<file path="src/rtl/ram_access_arbiter.sv">
// ram_access_arbiter: two-client req/gnt front end for the ram128m dual-read/single-write RAM.
// Optional same-cycle write-to-read forwarding is built when RAM_ARB_BYPASS_EN is defined.
module ram_access_arbiter #(
    parameter int AW     = 27,
    parameter int DW     = 16,
    parameter int RD_LAT = 0
) (
    input  logic          clk,
    input  logic          reset,
    input  logic          c0_req,
    input  logic          c1_req,
    input  logic          c0_we,
    input  logic          c1_we,
    input  logic [AW-1:0] c0_addr,
    input  logic [AW-1:0] c1_addr,
    input  logic [DW-1:0] c0_wdata,
    input  logic [DW-1:0] c1_wdata,
    output logic          c0_gnt,
    output logic          c1_gnt,
    output logic          c0_rvalid,
    output logic          c1_rvalid,
    output logic [DW-1:0] c0_rdata,
    output logic [DW-1:0] c1_rdata,
    output logic          ram_wr,
    output logic [AW-1:0] ram_wr_addr,
    output logic [DW-1:0] ram_d_in,
    output logic [AW-1:0] ram_rd_addr_a,
    output logic [AW-1:0] ram_rd_addr_b,
    input  logic [DW-1:0] ram_d_out_a,
    input  logic [DW-1:0] ram_d_out_b
);

    logic          c0_wr_req, c1_wr_req;
    logic          c0_rd_gnt, c1_rd_gnt;
    logic          c0_wr_gnt, c1_wr_gnt;

    logic          prio_q, prio_d;
    logic          ram_wr_q, ram_wr_d;
    logic [AW-1:0] ram_wr_addr_q, ram_wr_addr_d;
    logic [DW-1:0] ram_d_in_q, ram_d_in_d;
    logic [AW-1:0] rd_addr_a_q, rd_addr_a_d;
    logic [AW-1:0] rd_addr_b_q, rd_addr_b_d;
    logic [RD_LAT:0] rv0_q, rv0_d;
    logic [RD_LAT:0] rv1_q, rv1_d;

    // prio_q names the client that wins when both want the single write port.
    always_comb begin
        c0_wr_req = c0_req & c0_we;
        c1_wr_req = c1_req & c1_we;
        c0_rd_gnt = reset & c0_req & ~c0_we;
        c1_rd_gnt = reset & c1_req & ~c1_we;
        c0_wr_gnt = reset & c0_wr_req & (~c1_wr_req | ~prio_q);
        c1_wr_gnt = reset & c1_wr_req & (~c0_wr_req | prio_q);
    end

    assign c0_gnt = c0_rd_gnt | c0_wr_gnt;
    assign c1_gnt = c1_rd_gnt | c1_wr_gnt;

    always_comb begin
        prio_d        = prio_q;
        ram_wr_d      = c0_wr_gnt | c1_wr_gnt;
        ram_wr_addr_d = ram_wr_addr_q;
        ram_d_in_d    = ram_d_in_q;
        if (c0_wr_gnt) begin
            prio_d        = 1'b1;
            ram_wr_addr_d = c0_addr;
            ram_d_in_d    = c0_wdata;
        end else if (c1_wr_gnt) begin
            prio_d        = 1'b0;
            ram_wr_addr_d = c1_addr;
            ram_d_in_d    = c1_wdata;
        end
        rd_addr_a_d = c0_rd_gnt ? c0_addr : rd_addr_a_q;
        rd_addr_b_d = c1_rd_gnt ? c1_addr : rd_addr_b_q;
    end

    // rvalid pipelines track the RAM read latency so the strobe lines up with d_out.
    always_comb begin
        rv0_d    = rv0_q;
        rv1_d    = rv1_q;
        rv0_d[0] = c0_rd_gnt;
        rv1_d[0] = c1_rd_gnt;
        for (int i = 1; i <= RD_LAT; i++) begin
            rv0_d[i] = rv0_q[i-1];
            rv1_d[i] = rv1_q[i-1];
        end
    end

    always_ff @(posedge clk or negedge reset) begin
        if (!reset) begin
            prio_q        <= 1'b0;
            ram_wr_q      <= 1'b0;
            ram_wr_addr_q <= '0;
            ram_d_in_q    <= '0;
            rd_addr_a_q   <= '0;
            rd_addr_b_q   <= '0;
            rv0_q         <= '0;
            rv1_q         <= '0;
        end else begin
            prio_q        <= prio_d;
            ram_wr_q      <= ram_wr_d;
            ram_wr_addr_q <= ram_wr_addr_d;
            ram_d_in_q    <= ram_d_in_d;
            rd_addr_a_q   <= rd_addr_a_d;
            rd_addr_b_q   <= rd_addr_b_d;
            rv0_q         <= rv0_d;
            rv1_q         <= rv1_d;
        end
    end

    assign ram_wr        = ram_wr_q;
    assign ram_wr_addr   = ram_wr_addr_q;
    assign ram_d_in      = ram_d_in_q;
    assign ram_rd_addr_a = rd_addr_a_q;
    assign ram_rd_addr_b = rd_addr_b_q;
    assign c0_rvalid     = rv0_q[RD_LAT];
    assign c1_rvalid     = rv1_q[RD_LAT];

`ifdef RAM_ARB_BYPASS_EN
    logic [RD_LAT:0] byp0_q, byp0_d;
    logic [RD_LAT:0] byp1_q, byp1_d;
    logic [DW-1:0]   bdat0_q [RD_LAT:0];
    logic [DW-1:0]   bdat0_d [RD_LAT:0];
    logic [DW-1:0]   bdat1_q [RD_LAT:0];
    logic [DW-1:0]   bdat1_d [RD_LAT:0];

    // A read colliding with the other client's granted write carries that write's data along.
    always_comb begin
        byp0_d     = byp0_q;
        byp1_d     = byp1_q;
        bdat0_d    = bdat0_q;
        bdat1_d    = bdat1_q;
        byp0_d[0]  = c0_rd_gnt & c1_wr_gnt & (c0_addr == c1_addr);
        byp1_d[0]  = c1_rd_gnt & c0_wr_gnt & (c1_addr == c0_addr);
        bdat0_d[0] = c1_wdata;
        bdat1_d[0] = c0_wdata;
        for (int i = 1; i <= RD_LAT; i++) begin
            byp0_d[i]  = byp0_q[i-1];
            byp1_d[i]  = byp1_q[i-1];
            bdat0_d[i] = bdat0_q[i-1];
            bdat1_d[i] = bdat1_q[i-1];
        end
    end

    always_ff @(posedge clk or negedge reset) begin
        if (!reset) begin
            byp0_q <= '0;
            byp1_q <= '0;
            for (int i = 0; i <= RD_LAT; i++) begin
                bdat0_q[i] <= '0;
                bdat1_q[i] <= '0;
            end
        end else begin
            byp0_q  <= byp0_d;
            byp1_q  <= byp1_d;
            bdat0_q <= bdat0_d;
            bdat1_q <= bdat1_d;
        end
    end

    assign c0_rdata = byp0_q[RD_LAT] ? bdat0_q[RD_LAT] : ram_d_out_a;
    assign c1_rdata = byp1_q[RD_LAT] ? bdat1_q[RD_LAT] : ram_d_out_b;
`else
    assign c0_rdata = ram_d_out_a;
    assign c1_rdata = ram_d_out_b;
`endif

endmodule

</file>
<file path="config.mk">
export PLATFORM = sky130hd
export DESIGN_NAME = ram_access_arbiter
export DESIGN_NICKNAME = d
export VERILOG_FILES = /design/src/rtl/ram_access_arbiter.sv
export SDC_FILE = /design/constraint.sdc
export NUM_CORES = 1
export LEC_CHECK = 0
export CAP_MARGIN = 25
export CORE_MARGIN = 5
export CORE_UTILIZATION = 40
export DETAILED_ROUTE_END_ITERATION = 7
export PLACE_DENSITY = 0.91
export SLEW_MARGIN = 15
export SYNTH_ARGS = -nofsm -noshare
export SYNTH_HDL_FRONTEND = slang
export SYNTH_SLANG_ARGS = --single-unit
</file>
<file path="constraint.sdc">
create_clock -name clk -period 1.7 [get_ports clk]
set_input_delay 0.34 -clock clk [delete_from_list [all_inputs] [get_ports clk]]
set_output_delay 0.34 -clock clk [all_outputs]
set_load 0.02 [all_outputs]
</file>
==> results.sh, run 1 <==
export IMPL_crit_buf_inv=1
export IMPL_vias_per_cell=5.40
export IMPL_dieArea_um2=14300
export IMPL_setup_violations=0
export IMPL_ys_types=24
export IMPL_grt_pass1_vias=4074
export IMPL_dr_pass1_iters=4
export IMPL_avgSynthCellArea_um2=11.7
export IMPL_antenna_cells=0
export IMPL_grtUsageTotal_pct=18.7
export IMPL_gp_congestion=0.760
export IMPL_met3_usage_pct=5.75
export IMPL_hold_viol_final=0
export IMPL_max_freq_ghz=0.600
export IMPL_rsz0062_at_grt="false"
export IMPL_critPathLaunchType="register"
export IMPL_fin_crit_ps=1670
export IMPL_layout_common_cells="clkdlybuf4s50_1 (163), dfrtp_1 (101), or3b_1 (43), a21oi_1 (43), a31oi_1 (43)"
export IMPL_die_height_um=120
export IMPL_yosys_mux_area_fraction_pct=14.2
export IMPL_power_density_nw_per_um2=1060
export IMPL_synth_xor_area_share_pct=0
export IMPL_clk_path_buf_depth=2
export IMPL_clock_skew_ps=6.18
export IMPL_synth_compound_area_share_pct=15.2
export IMPL_dp_hpwl_um=10000
export IMPL_end_kind="primary output"
export IMPL_final_max_slew_violation_count=0
export IMPL_clkLatencyLatePin_ps=340
export IMPL_final_seq_area_um2=2530
export IMPL_synthesis_instances=412
export IMPL_layout_commonest_cell="clkdlybuf4s50_1"
export IMPL_peakVddDrop_mv=0.564
export IMPL_finalCritPeriodShare_pct=98.0
export IMPL_route_vias_total=3845
export IMPL_crit_type="register to primary output"
export IMPL_port_buffers=193
export IMPL_ant_nets=0
export IMPL_synth_fa_ha_area_share_pct=0
export IMPL_hold_buffers=0
export IMPL_syn_num_nets=536
export IMPL_row_count=40
export IMPL_synth_top_family_by_area="compound AO/OA/AOI/OAI gates"
export IMPL_initial_utilization_pct=40.3
export IMPL_synth_simple_area_share_pct=8.57
export IMPL_antenna_found_initial=0
export IMPL_drc=0
export IMPL_p_leak_nw=3.02
export IMPL_cpPeakStageDelay_ps=630
export IMPL_cpLargestDelayFamily="buffers and inverters"
export IMPL_syn_area_um2=4800
export IMPL_n_fill_cell=959
export IMPL_drive_above_1_share_pct=10.4
export IMPL_synth_seq_cells=101
export IMPL_status="complete, no violations"
export IMPL_drt_iter0_markers=239
export IMPL_dieWidth_um=120
export IMPL_cp_slowest_cell="clkdlybuf4s50_1"
export IMPL_hold_ws_ps=188
export IMPL_slew_headroom_pct=62.1
export IMPL_clkSinkCount=101
export IMPL_worst_pin_slew_ps=568
export IMPL_htreeDepth=3
export IMPL_grt_max_degree=93
export IMPL_cts_buffers=9
export IMPL_cp_arrival_ps=1330
export IMPL_yosysWarnings=0
export IMPL_grt_met1_usage_pct=20.4
export IMPL_core_um2=11900
export IMPL_io_pin_count=258
export IMPL_clk_pin_slew_ps=70
export IMPL_drt_wirelength_per_cell_um=19.0
export IMPL_pre_cts_slack_ps=-415
export IMPL_nets=684
export IMPL_ys_seq_area_share_pct=52.6
export IMPL_max_cap_violations=0
export IMPL_worst_slack_ps=33.2
export IMPL_met2_usage_pct=32.8
export IMPL_grt_pass1_wl_um=21400
export IMPL_clockRootBuffer="clkbuf_16"
export IMPL_cp_max_fo=2
export IMPL_cts_tree="done"
export IMPL_path_cells="clkdlybuf4s50_1"
export IMPL_area_delta_synth_final_pct=46.3
export IMPL_hold_path_class="primary input to asynchronous set/reset pin"
export IMPL_critPathRequiredTime_ps=1360
export IMPL_totalWireLength_um=13500
export IMPL_busiest_layer="met2"
export IMPL_overflow=0
export IMPL_multi_input_area_um2=1830
==> per-layer routing <==
metal / share of wire [%] / up-vias
li1: - / 1771
met1: 36 / 1873
met2: 52 / 164
met3: 8.7 / 37
met4: 3.0 / 0
met5: 0 / -
==> repair_timing <==
item	in CTS	in global routing
pin swaps	0	6
gates resized for setup	11	26
setup buffers	0	0
setup endpoints to repair	5	42
==> area by class of cell <==
| class | instances | area share (%) |
|---|---|---|
| sequential | 101 | 36.0 |
| clock inverter | 6 | 0.659 |
| inverter | 3 | 0.160 |
| clock buffer | 10 | 3.26 |
| timing repair buffer | 209 | 31.3 |
| multi-input combinational | 236 | 26.0 |
| tap | 147 | 2.62 |
==> cells by family after synthesis <==
family | count (synthesis)
and+or+nand+nor | 49
AOI/OAI and AO/OA | 133
buffers and inverters | 75
muxes | 54
DFF | 101
==> state kept, by name, summed over array words and instances (netlist names) <==
name,count
c0_rvalid,1
c1_rvalid,1
prio_q,1
ram_d_in,16
ram_rd_addr_a,27
ram_rd_addr_b,27
ram_wr,1
ram_wr_addr,27
==> synth_stat cells, drive strengths merged <==
| master | number | area, um2 |
|---|---|---|
| clkbuf | 24 | 90.1 |
| a31oi | 43 | 269 |
| and2 | 1 | 6.26 |
| and3 | 1 | 6.26 |
| or2 | 1 | 6.26 |
| a41oi | 1 | 8.76 |
| inv | 3 | 11.3 |
| o22ai | 1 | 6.26 |
| mux2 | 54 | 679 |
| nand3 | 1 | 5.00 |
| a21oi | 43 | 215 |
| a22o | 1 | 8.76 |
| nand3b | 1 | 7.51 |
| dfrtp | 101 | 2530 |
| buf | 48 | 353 |
| nand2 | 1 | 3.75 |
| or3b | 43 | 377 |
| o21ai | 44 | 220 |
==> report_power, final <==
| group | leakage [nW] | switching [W] | internal, W |
|---|---|---|---|
| Combinational | 1.72 | 0.00119 | 0.00126 |
| Clock | 0.129 | 0.000892 | 0.00100 |
| Sequential | 1.17 | 0.000239 | 0.00283 |
| Total | 3.02 | 0.00232 | 0.00510 |
==> path summary, 6_finish.rpt <==
path                              startpoint           endpoint  slack, ps  cells past startpoint
max                        ram_rd_addr_a[23]  ram_rd_addr_a[23]         30                      1
min                                    reset   ram_rd_addr_b[1]        190                      3
max reg2reg                           prio_q    ram_wr_addr[17]        100                      5
min reg2reg                 ram_rd_addr_a[8]   ram_rd_addr_a[8]        490                      1
max in group asynchronous              reset          c1_rvalid       1040                      3
min in group clk            ram_rd_addr_a[8]   ram_rd_addr_a[8]        490                      1
==> metrics by stage <==
| stage | cells | setup TNS, ps | cell area, um2 | power (W) | utilization (%) |
|---|---|---|---|---|---|
| after floorplan | 412 | 0 | 4800 | 0.00433 | - |
| after global routing | 712 | 0 | 7020 | 0.00779 | 59.0 |
| after CTS | 712 | 0 | 6970 | 0.00754 | 58.5 |
| final | 712 | 0 | 7020 | 0.00742 | 59.0 |
| after global placement | 696 | -19460 | 6700 | 0.00553 | 56.3 |
| after detailed placement | 696 | -23500 | 6700 | 0.00562 | 56.3 |
(Power assumes the default switching activity.)
==> run 2, diff against run 1 <==
- CELL_PAD_IN_SITES_DETAIL_PLACEMENT: unset -> 1
- CELL_PAD_IN_SITES_GLOBAL_PLACEMENT: unset -> 1
- CORE_UTILIZATION: 40 -> 29
- PLACE_DENSITY: 0.91 -> 0.89
==> results.sh, run 2 (same netlist as run 1, synthesis figures left out) <==
export IMPL_end_kind="primary output"
export IMPL_critPathLaunchType="register"
export IMPL_power_density_nw_per_um2=1070
export IMPL_worst_pin_slew_ps=467
export IMPL_p_leak_nw=3.22
export IMPL_final_max_slew_violation_count=0
export IMPL_crit_path_start="ram_d_in[10]"
export IMPL_crit_buf_inv=1
export IMPL_max_cap_violations=0
export IMPL_cp_slowest_cell="clkdlybuf4s50_1"
export IMPL_power_switching_share_pct=31.6
export IMPL_cp_arrival_ps=1320
export IMPL_postCtsSetupBuffers=0
export IMPL_comb_power_share_pct=31.6
export IMPL_max_freq_ghz=0.602
export IMPL_dieWidth_um=139
export IMPL_antenna_cells=0
export IMPL_clkSinkCount=101
export IMPL_dr_pass1_iters=4
export IMPL_critPathRequiredTime_ps=1360
export IMPL_internal_power_w=0.00522
export IMPL_drt_iter0_markers=44
export IMPL_layout_common_cells="clkdlybuf4s50_1 (127), dfrtp_1 (101), dlymetal6s2s_1 (45)"
export IMPL_instances_no_fill=782
export IMPL_grtUsageTotal_pct=15.9
export IMPL_htreeDepth=3
export IMPL_dp_hpwl_um=11500
export IMPL_core_um2=16400
export IMPL_r2r_slack_ps=160
export IMPL_layout_commonest_cell="clkdlybuf4s50_1"
export IMPL_cpPeakStageDelay_ps=630
export IMPL_drc=0
export IMPL_clk_path_buf_depth=2
export IMPL_cts_buffers=9
export IMPL_switching_power_w=0.00241
export IMPL_dieArea_um2=19200
export IMPL_status="complete, no violations"
export IMPL_finalCritPeriodShare_pct=97.7
export IMPL_hold_path_class="primary input to asynchronous set/reset pin"
export IMPL_die_height_um=139
export IMPL_io_pin_count=258
export IMPL_clk_pin_slew_ps=70
export IMPL_hold_viol_final=0
export IMPL_area_delta_synth_final_pct=48.8
export IMPL_route_vias_total=3863
export IMPL_rr_worst_depth=4
export IMPL_clock_skew_ps=8.34
export IMPL_nets=681
export IMPL_grt_max_degree=78
export IMPL_gp_congestion=0.744
export IMPL_path_depth=1
export IMPL_cpLargestDelayFamily="buffers and inverters"
export IMPL_drt_wirelength_per_cell_um=20.0
export IMPL_power_frac_seq_pct=40.3
export IMPL_setup_violations=0
export IMPL_cts_tree="done"
export IMPL_fin_setup_tns_ps=0
export IMPL_row_count=47
export IMPL_initial_utilization_pct=29.3
export IMPL_clockRootBuffer="clkbuf_16"
export IMPL_n_fill_cell=1740
export IMPL_port_buffers=193
export IMPL_finalPower_w=0.00763
export IMPL_vias_per_cell=4.94
export IMPL_drive_above_1_share_pct=9.96
export IMPL_cp_max_fo=2
export IMPL_overflow=0
export IMPL_rsz0062_at_grt="false"
export IMPL_peakVddDrop_mv=0.627
export IMPL_r2r_start="prio_q"
export IMPL_path_cells="clkdlybuf4s50_1"
export IMPL_clkLatencyLatePin_ps=340
export IMPL_antenna_found_initial=0
export IMPL_crit_type="register to primary output"
export IMPL_grt_pass1_wl_um=24800
export IMPL_totalWireLength_um=15600
export IMPL_ant_nets=0
export IMPL_grt_pass1_vias=4313
export IMPL_slew_headroom_pct=68.9
export IMPL_clkPwrFrac_pct=28.2
export IMPL_fin_crit_ps=1660
export IMPL_place_inst=766
[run 2: path summary, 6_finish.rpt]
path,to
worst max register to register,ram_wr_addr[6]
min in group clk,ram_rd_addr_a[21]
worst min register to register,ram_rd_addr_a[21]
worst max-delay path,ram_d_in[10]
max in group asynchronous,ram_wr_addr[19]
worst min-delay path,ram_d_in[14]
[run 2: power groups by stage]
stage,Sequential [W],Clock (W),Combinational [W]
floorplan,0.00363,0,0.000702
global route,0.00313,0.00231,0.00255
CTS,0.00309,0.00222,0.00248
finish,0.00307,0.00215,0.00241
detailed placement,0.00313,0,0.00253
global placement,0.00309,0,0.00245
[run 2: per-layer routing]
metal / GRT usage (%) / wire length, um / share of wire [%] / vias to the layer above
li1: - / - / - / 1758
met1: 17.3 / 5970 / 38 / 1937
met2: 29.5 / 8230 / 53 / 133
met3: 4.90 / 1050 / 6.7 / 35
met4: 5.20 / 352 / 2.3 / 0
met5: 0 / 0 / 0 / -
[run 2: area by class of cell]
type	count	area, um2	area share (%)
clock buffer	11	243	3.40
timing repair buffer	206	2190	30.6
clock inverter	5	66.3	0.928
tap	220	275	3.85
multi-input combinational	236	1830	25.6
inverter	3	11.3	0.158
sequential	101	2530	35.4
[run 2: through the flow]
stage / util (%) / setup slack (ps) / cell area, um2 / hold WS, ps
after floorplan: - / 76.0 / 4800 / 44.4
after global placement: 41.1 / -390 / 6750 / 379
after detailed placement: 41.1 / -438 / 6750 / 396
after CTS: 42.8 / 0.126 / 7020 / 14.5
after global routing: 43.5 / 0.105 / 7140 / 26.1
final: 43.5 / 38.5 / 7140 / 24.7
[run 2: what timing repair did]
item / CTS / global route
setup endpoints to repair: 19 / 48
pin swaps: 0 / 0
gates resized for setup: 27 / 47
hold buffers: 0 / 0
hold endpoints to repair: 0 / 0
